**config.mk**
```make
export PLATFORM = sky130hd
export DESIGN_NAME = muldiv_unit
export DESIGN_NICKNAME = d
export VERILOG_FILES = /design/src/rtl/muldiv_unit.sv
export SDC_FILE = /design/constraint.sdc
export NUM_CORES = 1
export LEC_CHECK = 0
export ABC_AREA = 0
export CAP_MARGIN = 25
export CORE_ASPECT_RATIO = 1.2
export CORE_MARGIN = 10
export CORE_UTILIZATION = 50
export CTS_CLUSTER_SIZE = 10
export DETAILED_ROUTE_END_ITERATION = 6
export MAX_ROUTING_LAYER = met4
export PLACE_DENSITY = 0.7
export REMOVE_ABC_BUFFERS = 1
export SLEW_MARGIN = 20
export SYNTH_ARGS = -nofsm -noshare
export SYNTH_HDL_FRONTEND = slang
export SYNTH_SLANG_ARGS = --single-unit
export TNS_END_PERCENT = 5
```
**constraint.sdc**
```tcl
create_clock -name clk -period 6.4 [get_ports clk]
set_clock_uncertainty 0.1 [all_clocks]
set_input_delay 1.6 -clock clk [delete_from_list [all_inputs] [get_ports clk]]
set_output_delay 1.6 -clock clk [all_outputs]
set_load 0.1 [all_outputs]
```
**src/rtl/muldiv_unit.sv**
```systemverilog
// rtl/muldiv_unit.sv - iterative RV32M multiply/divide unit, one bit per cycle
// Shift-add multiply and restoring divide on magnitudes; signs are applied in FIX.
module muldiv_unit #(
  parameter int WIDTH = 32
) (
  input  logic             clk,
  input  logic             reset,
  input  logic             flush,
  input  logic             in_valid,
  output logic             in_ready,
  input  logic [2:0]       op,
  input  logic [WIDTH-1:0] a,
  input  logic [WIDTH-1:0] b,
  output logic             out_valid,
  input  logic             out_ready,
  output logic [WIDTH-1:0] result,
  output logic [3:0]       flags
);

  localparam int CNT_W = $clog2(WIDTH) + 1;

  typedef enum logic [1:0] {IDLE, CALC, FIX, DONE} state_t;

  state_t           state;
  logic [CNT_W-1:0] cnt;
  logic [2:0]       op_r;
  logic             a_neg_r;
  logic             b_neg_r;
  logic [WIDTH-1:0] b_mag;
  logic [WIDTH-1:0] hi;
  logic [WIDTH-1:0] lo;

  logic             a_signed_in, b_signed_in, a_neg_in, b_neg_in;
  logic [WIDTH-1:0] a_mag_in, b_mag_in;
  logic             dbz_in, ovf_in, special_in;
  logic [WIDTH-1:0] special_res;

  // Operand decode at accept: signedness per funct3, magnitudes and special cases
  always_comb begin
    a_signed_in = 1'b0;
    b_signed_in = 1'b0;
    if (op[2]) begin
      a_signed_in = !op[0];
      b_signed_in = !op[0];
    end else begin
      a_signed_in = (op != 3'b011);
      b_signed_in = !op[1];
    end
    a_neg_in    = a_signed_in && a[WIDTH-1];
    b_neg_in    = b_signed_in && b[WIDTH-1];
    a_mag_in    = a_neg_in ? -a : a;
    b_mag_in    = b_neg_in ? -b : b;
    dbz_in      = op[2] && (b == '0);
    ovf_in      = op[2] && !op[0] && (b != '0) &&
                  (a == {1'b1, {(WIDTH-1){1'b0}}}) && (b == '1);
    special_in  = dbz_in || ovf_in;
    special_res = '0;
    if (dbz_in)
      special_res = op[1] ? a : '1;
    else if (ovf_in)
      special_res = op[1] ? '0 : a;
  end

  logic [WIDTH:0]   mul_sum;
  logic [WIDTH:0]   div_rs;
  logic             div_ge;
  logic [WIDTH-1:0] div_diff;

  always_comb begin
    mul_sum  = {1'b0, hi} + (lo[0] ? {1'b0, b_mag} : '0);
    div_rs   = {hi, lo[WIDTH-1]};
    div_ge   = (div_rs >= {1'b0, b_mag});
    div_diff = div_rs[WIDTH-1:0] - b_mag;
  end

  logic [2*WIDTH-1:0] prod_s;
  logic [WIDTH-1:0]   fix_res;

  // Sign correction: product negated on differing signs, quotient likewise, remainder follows dividend
  always_comb begin
    prod_s  = (a_neg_r ^ b_neg_r) ? -{hi, lo} : {hi, lo};
    fix_res = '0;
    if (op_r[2]) begin
      if (op_r[1])
        fix_res = a_neg_r ? -hi : hi;
      else
        fix_res = (a_neg_r ^ b_neg_r) ? -lo : lo;
    end else begin
      fix_res = (op_r[1:0] == 2'b00) ? prod_s[WIDTH-1:0] : prod_s[2*WIDTH-1:WIDTH];
    end
  end

  always_ff @(posedge clk or posedge reset) begin
    if (reset) begin
      state     <= IDLE;
      in_ready  <= 1'b1;
      out_valid <= 1'b0;
      result    <= '0;
      flags     <= '0;
      cnt       <= '0;
      op_r      <= '0;
      a_neg_r   <= 1'b0;
      b_neg_r   <= 1'b0;
      b_mag     <= '0;
      hi        <= '0;
      lo        <= '0;
    end else if (flush) begin
      state     <= IDLE;
      in_ready  <= 1'b1;
      out_valid <= 1'b0;
    end else begin
      case (state)
        IDLE: begin
          if (in_valid) begin
            op_r     <= op;
            a_neg_r  <= a_neg_in;
            b_neg_r  <= b_neg_in;
            b_mag    <= b_mag_in;
            hi       <= '0;
            lo       <= a_mag_in;
            cnt      <= '0;
            in_ready <= 1'b0;
            if (special_in) begin
              result    <= special_res;
              flags     <= {special_res == '0, special_res[WIDTH-1], dbz_in, ovf_in};
              out_valid <= 1'b1;
              state     <= DONE;
            end else begin
              state <= CALC;
            end
          end
        end
        CALC: begin
          if (op_r[2]) begin
            hi <= div_ge ? div_diff : div_rs[WIDTH-1:0];
            lo <= {lo[WIDTH-2:0], div_ge};
          end else begin
            hi <= mul_sum[WIDTH:1];
            lo <= {mul_sum[0], lo[WIDTH-1:1]};
          end
          cnt <= cnt + 1'b1;
          if (cnt == CNT_W'(WIDTH-1))
            state <= FIX;
        end
        FIX: begin
          result    <= fix_res;
          flags     <= {fix_res == '0, fix_res[WIDTH-1], 2'b00};
          out_valid <= 1'b1;
          state     <= DONE;
        end
        DONE: begin
          if (out_ready) begin
            out_valid <= 1'b0;
            in_ready  <= 1'b1;
            state     <= IDLE;
          end
        end
        default: state <= IDLE;
      endcase
    end
  end

endmodule

```
Word-level counts from Yosys, hierarchy flattened

Index checks and enable logic that the tools add are counted.
W data, S select, Z words.

Register bits: 147
Output and inout port bits: 38

$add $sub $neg: 8
Magnitude comparators: 1
Equality and inequality tests: 13
Mux-type cells: 45
Bitwise operators: 2
Reduce and logical (&&, ||, !) cells: 26

Operators with widths:

| cell                   | number |
|---|---|
| $mux W32               | 19 |
| $pmux W32 S2           | 3 |
| $neg A32 Y32           | 4 |
| $logic_not A32 Y1      | 3 |
| $eq A32 B32 Y1 const B | 2 |
| $mux W64               | 1 |
| $neg A64 Y64           | 1 |
| $add A32 B32 Y33       | 1 |
| $ge A33 B32 Y1         | 1 |
| $reduce_bool A32 Y1    | 1 |
| $sub A32 B32 Y32       | 1 |
| $ne A3 B3 Y1 const B   | 4 |
| $pmux W6 S2            | 1 |
| $reduce_and A3 Y1      | 4 |
| $mux W2                | 5 |
| $mux W1                | 9 |
| $mux W4                | 2 |
| $pmux W2 S4            | 1 |
| $pmux W4 S2            | 1 |
| $reduce_and A4 Y1      | 2 |
| $logic_and A1 B1 Y1    | 7 |
| $add A6 B1 Y6 const B  | 1 |
| $eq A6 B5 Y1 const B   | 1 |
| $mux W6                | 1 |
| other kinds (14)       | 19 |

Longest topological paths before layout

Word-level depth: 11
Gate-level depth with buffers: 15

Worst setup path after synthesis

No wires, ideal clock.

Path type: in2reg
Start point: input port b[0]
End point: register flags[0]
Setup time: 0.135 ns
Arrival: 4.390 ns
Setup slack: 1.776 ns
Stages on the path: 15
Cell sequence: inv_1 ha_1 or3b_2 nor3_1 and4b_1 nand3b_1 or4_1 buf_2 and2_4 o21ai_2 nand2_1 buf_6 buf_2 nand2_1 o31ai_1

Cells in the longest elaborated chain, start to end: 7

RTL lines:

| element                                                 | line    | text |
|---|---|---|
| start: declaration                                      | 13      | `input logic [WIDTH-1:0] b,` |
| $reduce_bool A32 Y1                                     | 54      | `ovf_in = op[2] && !op[0] && (b != '0) &&` |
| $logic_and A1 B1 Y1 (2 in a row)                        | 54      |  |
| $logic_and A1 B1 Y1                                     | 55      | `(a == {1'b1, {(WIDTH-1){1'b0}}}) && (b == '1);` |
| $mux W4 / $logic_or A1 B1 Y1 (equally long branches)    | 123, 56 |  |
| $mux W4 / $ne A2 B2 Y1 (equally long branches)          | n/a     |  |
| $pmux W4 S2 / $reduce_and A4 Y1 (equally long branches) | n/a     |  |
| end signal: assignment                                  | 125     | `flags <= {special_res == '0, special_res[WIDTH-1], dbz_in, ovf_in};` |
| end signal: assignment                                  | 147     | `flags <= {fix_res == '0, fix_res[WIDTH-1], 2'b00};` |
| end: declaration                                        | 17      | `output logic [3:0] flags` |

Several ways; a longest one is shown, not always the timed one. The select of a mux whose other input is x is not followed.
A chain may end at the register's enable or synchronous reset.

Worst setup path in the final report

Start point: input port b[1]
End point: register result[6]

Cells in the longest elaborated chain, start to end: 9

RTL lines:

| element                          | line | text |
|---|---|---|
| $reduce_bool A32 Y1              | 54   |  |
| $logic_and A1 B1 Y1 (2 in a row) | 54   |  |
| $logic_and A1 B1 Y1              | 55   |  |
| $mux W32                         | 60   | `else if (ovf_in)` |
| $mux W32                         | 58   | `if (dbz_in)` |
| $mux W32                         | 123  | `if (special_in) begin` |
| $mux W32                         | 114  | `if (in_valid) begin` |
| $pmux W32 S2                     | 112  | `case (state)` |
| end signal: assignment           | 124  | `result <= special_res;` |
| end signal: assignment           | 146  | `result <= fix_res;` |
| end: declaration                 | 16   | `output logic [WIDTH-1:0] result,` |

Several ways; a longest one is shown, not always the timed one. The select of a mux whose other input is x is not followed.

==> reports/metrics.cfg <==
[grt]
grt_pass1_vias=14680
antenna_found_initial=0
grt.overflow.total=0
grt_max_degree=78
grt_pass1_wl_um=81480
grt.total_usage_pct=27.96

[clocking]
ctsHoldBuffers=0
htree_levels=4
clock_path_buffers=2
cts_tree=done
cts-buffers-inserted=17
cts_resized=0
cts_sinks=146
clk_latency_ns=0.45
cts_root_buffer=clkbuf_16
post_cts_buffers=0
clk_pin_slew_worst_paths_ns=0.07

[yosys]
syn_area_per_cell_um2=7.616
yosysMostFrequentCell=nand2_1
synth_mux_area_share_pct=4.654
synth-edff-count=0
ys_seq_area_share_pct=24.49
synth_top_family_by_area=compound AO/OA/AOI/OAI gates
synth_area_leaders=dfrtp_1 (24%), o21ai_0 (6.5%), ha_1 (6.2%)
synth_xor_area_share_pct=9.275
synth_area_um2=14920
synth_area_leader_cell=dfrtp_1
ys_types=90
yosysWarnings=0
ys_seq_elements=146
netlist_instances=1959
async_flop_share_pct=100.0
ys_top_cells_by_count=nand2_1 (215), o21ai_0 (195), a21oi_1 (154), dfrtp_1 (145), nor2_1 (140)
synth_compound_area_share_pct=29.22
yosys.area.top_type_share_pct=24.32
yosys.area_share.simple_pct=20.43
synthAdderAreaFrac_pct=6.474
ys_dominant_reg_cell=dfrtp_1

[detailed_routing]
vias=15330
via_per_inst=6.438
wl_met1_um=21360
drt-total-wl_um=51610
ant_nets=0
drc=0
top_layer=met4
wl_met3_um=3195
wl_per_cell_um=21.67
dr.pass1.iters=6
first_iter_violations=1610
route.met2.wl_um=24960

[pwr]
p_sw_mw=5.610
power_frac_seq_pct=18.6
p_total_mw=10.13
p_int_mw=4.520
comb_power_share_pct=70.2
p_leak_nw=7.070
power_frac_clock_pct=11.2
powerDensity_nw_per_um2=600.6
switching_share_pct=55.38
vdd_ir_drop_max_v=0.0004093

[sta]
final.setup.worst_slack_ns=0.9480
max_freq_mhz=183.4
fin_crit_ns=5.452
tns_ns=0
post-route-period-util_pct=85.19
relSlewSlack_pct=25.97
slew_viol_final=0
hold_violations=0
tightest_slew_ns=1.100
finalSetupViolations=0
rsz0062_at_grt=false

[placed_design]
placedCellCount=2349
pre_cts_ws_ns=0.5164
dpl.hpwl_um=38810
globalplace.congestion=0.9938
port_buffers=109

[floorplan]
start_util_pct=50.53
die_h_um=209.2
top_level_ports=110
num_rows=69
die_area_um2=37180
core-area_um2=29530
die_x_um=177.7

[critical_path]
ff2ff_path_depth=14
required_ns=6.63
end_kind=register
critPathKind=input pin to register
worstSetupStartpointType=input pin
worst_r2r_endpoint=flags[3]
cp_max_fo=67
crit_arrival_ns=5.69
rrSetupSlack_ns=1.46
worst_r2r_startpoint=lo[0]

[hold_path]
min_to=result[9]
hold_depth=1
hp-class=register to register
worstHoldStart=result[9]

[layout]
area_growth_pct=13.05
nets=2126
fillCellCount=2819
drive_gt1_share_pct=5.726
final_util_pct=57.13
diodes=0
fin_cells=2381

[status]
status=completed

[flow_run]
max_cap_violations=0

critical path, stage by stage:
cell             delay [ns]
clkdlybuf4s50_1        0.46
inv_1                  0.10
ha_1                   0.16
or3b_2                 0.48
nor3_1                 0.35
and4b_1                0.39
nand3b_1               0.18
or4_1                  0.77
and2_4                 0.25
o21ai_2                0.16
nand2_2                0.05
buf_4                  0.31
mux2_2                 0.36
metrics by stage:
stage	hold slack (ns)	instance area, µm²
3_5_place_dp	0.3636	16210
5_1_grt	0.3940	16870
4_1_cts	0.3789	16870
2_1_floorplan	0.3498	14360
6_report	0.3753	16870
3_3_place_gp	0.3605	16200
routing by layer:
metal | track usage (%) | vias up
li1 | - | 7288
met1 | 33.87 | 7253
met2 | 46.53 | 664
met3 | 3.120 | 124
met4 | 11.23 | 0
met5 | - | -
state kept, by name, summed over array words and instances (netlist names):
name       cells
b_mag         32
hi            32
lo            32
result        31
cnt            6
flags          4
op_r           3
state          2
a_neg_r        1
b_neg_r        1
in_ready       1
out_valid      1
cell usage in the layout (no fill, tap or decap), types with 17 or more instances in the layout:
cell,netlist,routed
a22oi_1,17,17
a21o_1,45,45
inv_1,66,65
nor4_1,24,24
o21ai_0,195,195
xor2_1,67,67
o211ai_1,21,21
a21oi_1,154,154
nor2_1,140,139
nand2_1,215,214
a211oi_1,60,60
or4_1,29,29
clkbuf_16,0,17
xnor2_1,91,90
mux2i_1,57,57
dfrtp_1,145,144
nand4_1,29,29
nand3_1,32,32
o31ai_1,30,30
ha_1,74,72
clkdlybuf4s50_1,0,109
nor3_1,54,54
buf_4,1,30
a31oi_1,21,21
worst max-delay path by stage:
stage,startpoint,endpoint,slack [ns],cells past startpoint
final,b[1],result[6],0.95,13
after global routing,b[0],result[24],0.65,14
after CTS,b[0],result[6],0.98,13
after detailed placement,b[0],result[6],0.52,13
after global placement,b[0],result[6],0.63,13
after floorplan,reset,a_neg_r,0.78,1
logic make-up after synthesis:
group           count (synthesis)
mux                            68
buf+inv                       207
compound gates                682
flops                         146
simple gates                  622
xor+xnor                      158
fa+ha+maj                      76
power by group through the flow:
stage | registers [mW] | logic [mW] | clock network [mW]
detailed placement | 1.88 | 6.92 | 0
CTS | 1.86 | 6.97 | 1.14
finish | 1.88 | 7.11 | 1.14
floorplan | 2.17 | 4.60 | 0
global route | 1.94 | 7.70 | 1.19
global placement | 1.87 | 6.87 | 0
area by class of cell:
type	instances	area [µm²]	area share [%]
Inverter	67	256.5	1.521
Clock inverter	15	230.2	1.365
Clock buffer	17	425.4	2.522
Sequential cell	146	3656	21.68
Tap cell	390	488.0	2.893
Multi-Input combinational cell	1606	10480	62.10
Timing Repair Buffer	140	1336	7.922
Note: power is estimated with default switching activity, not from simulation.
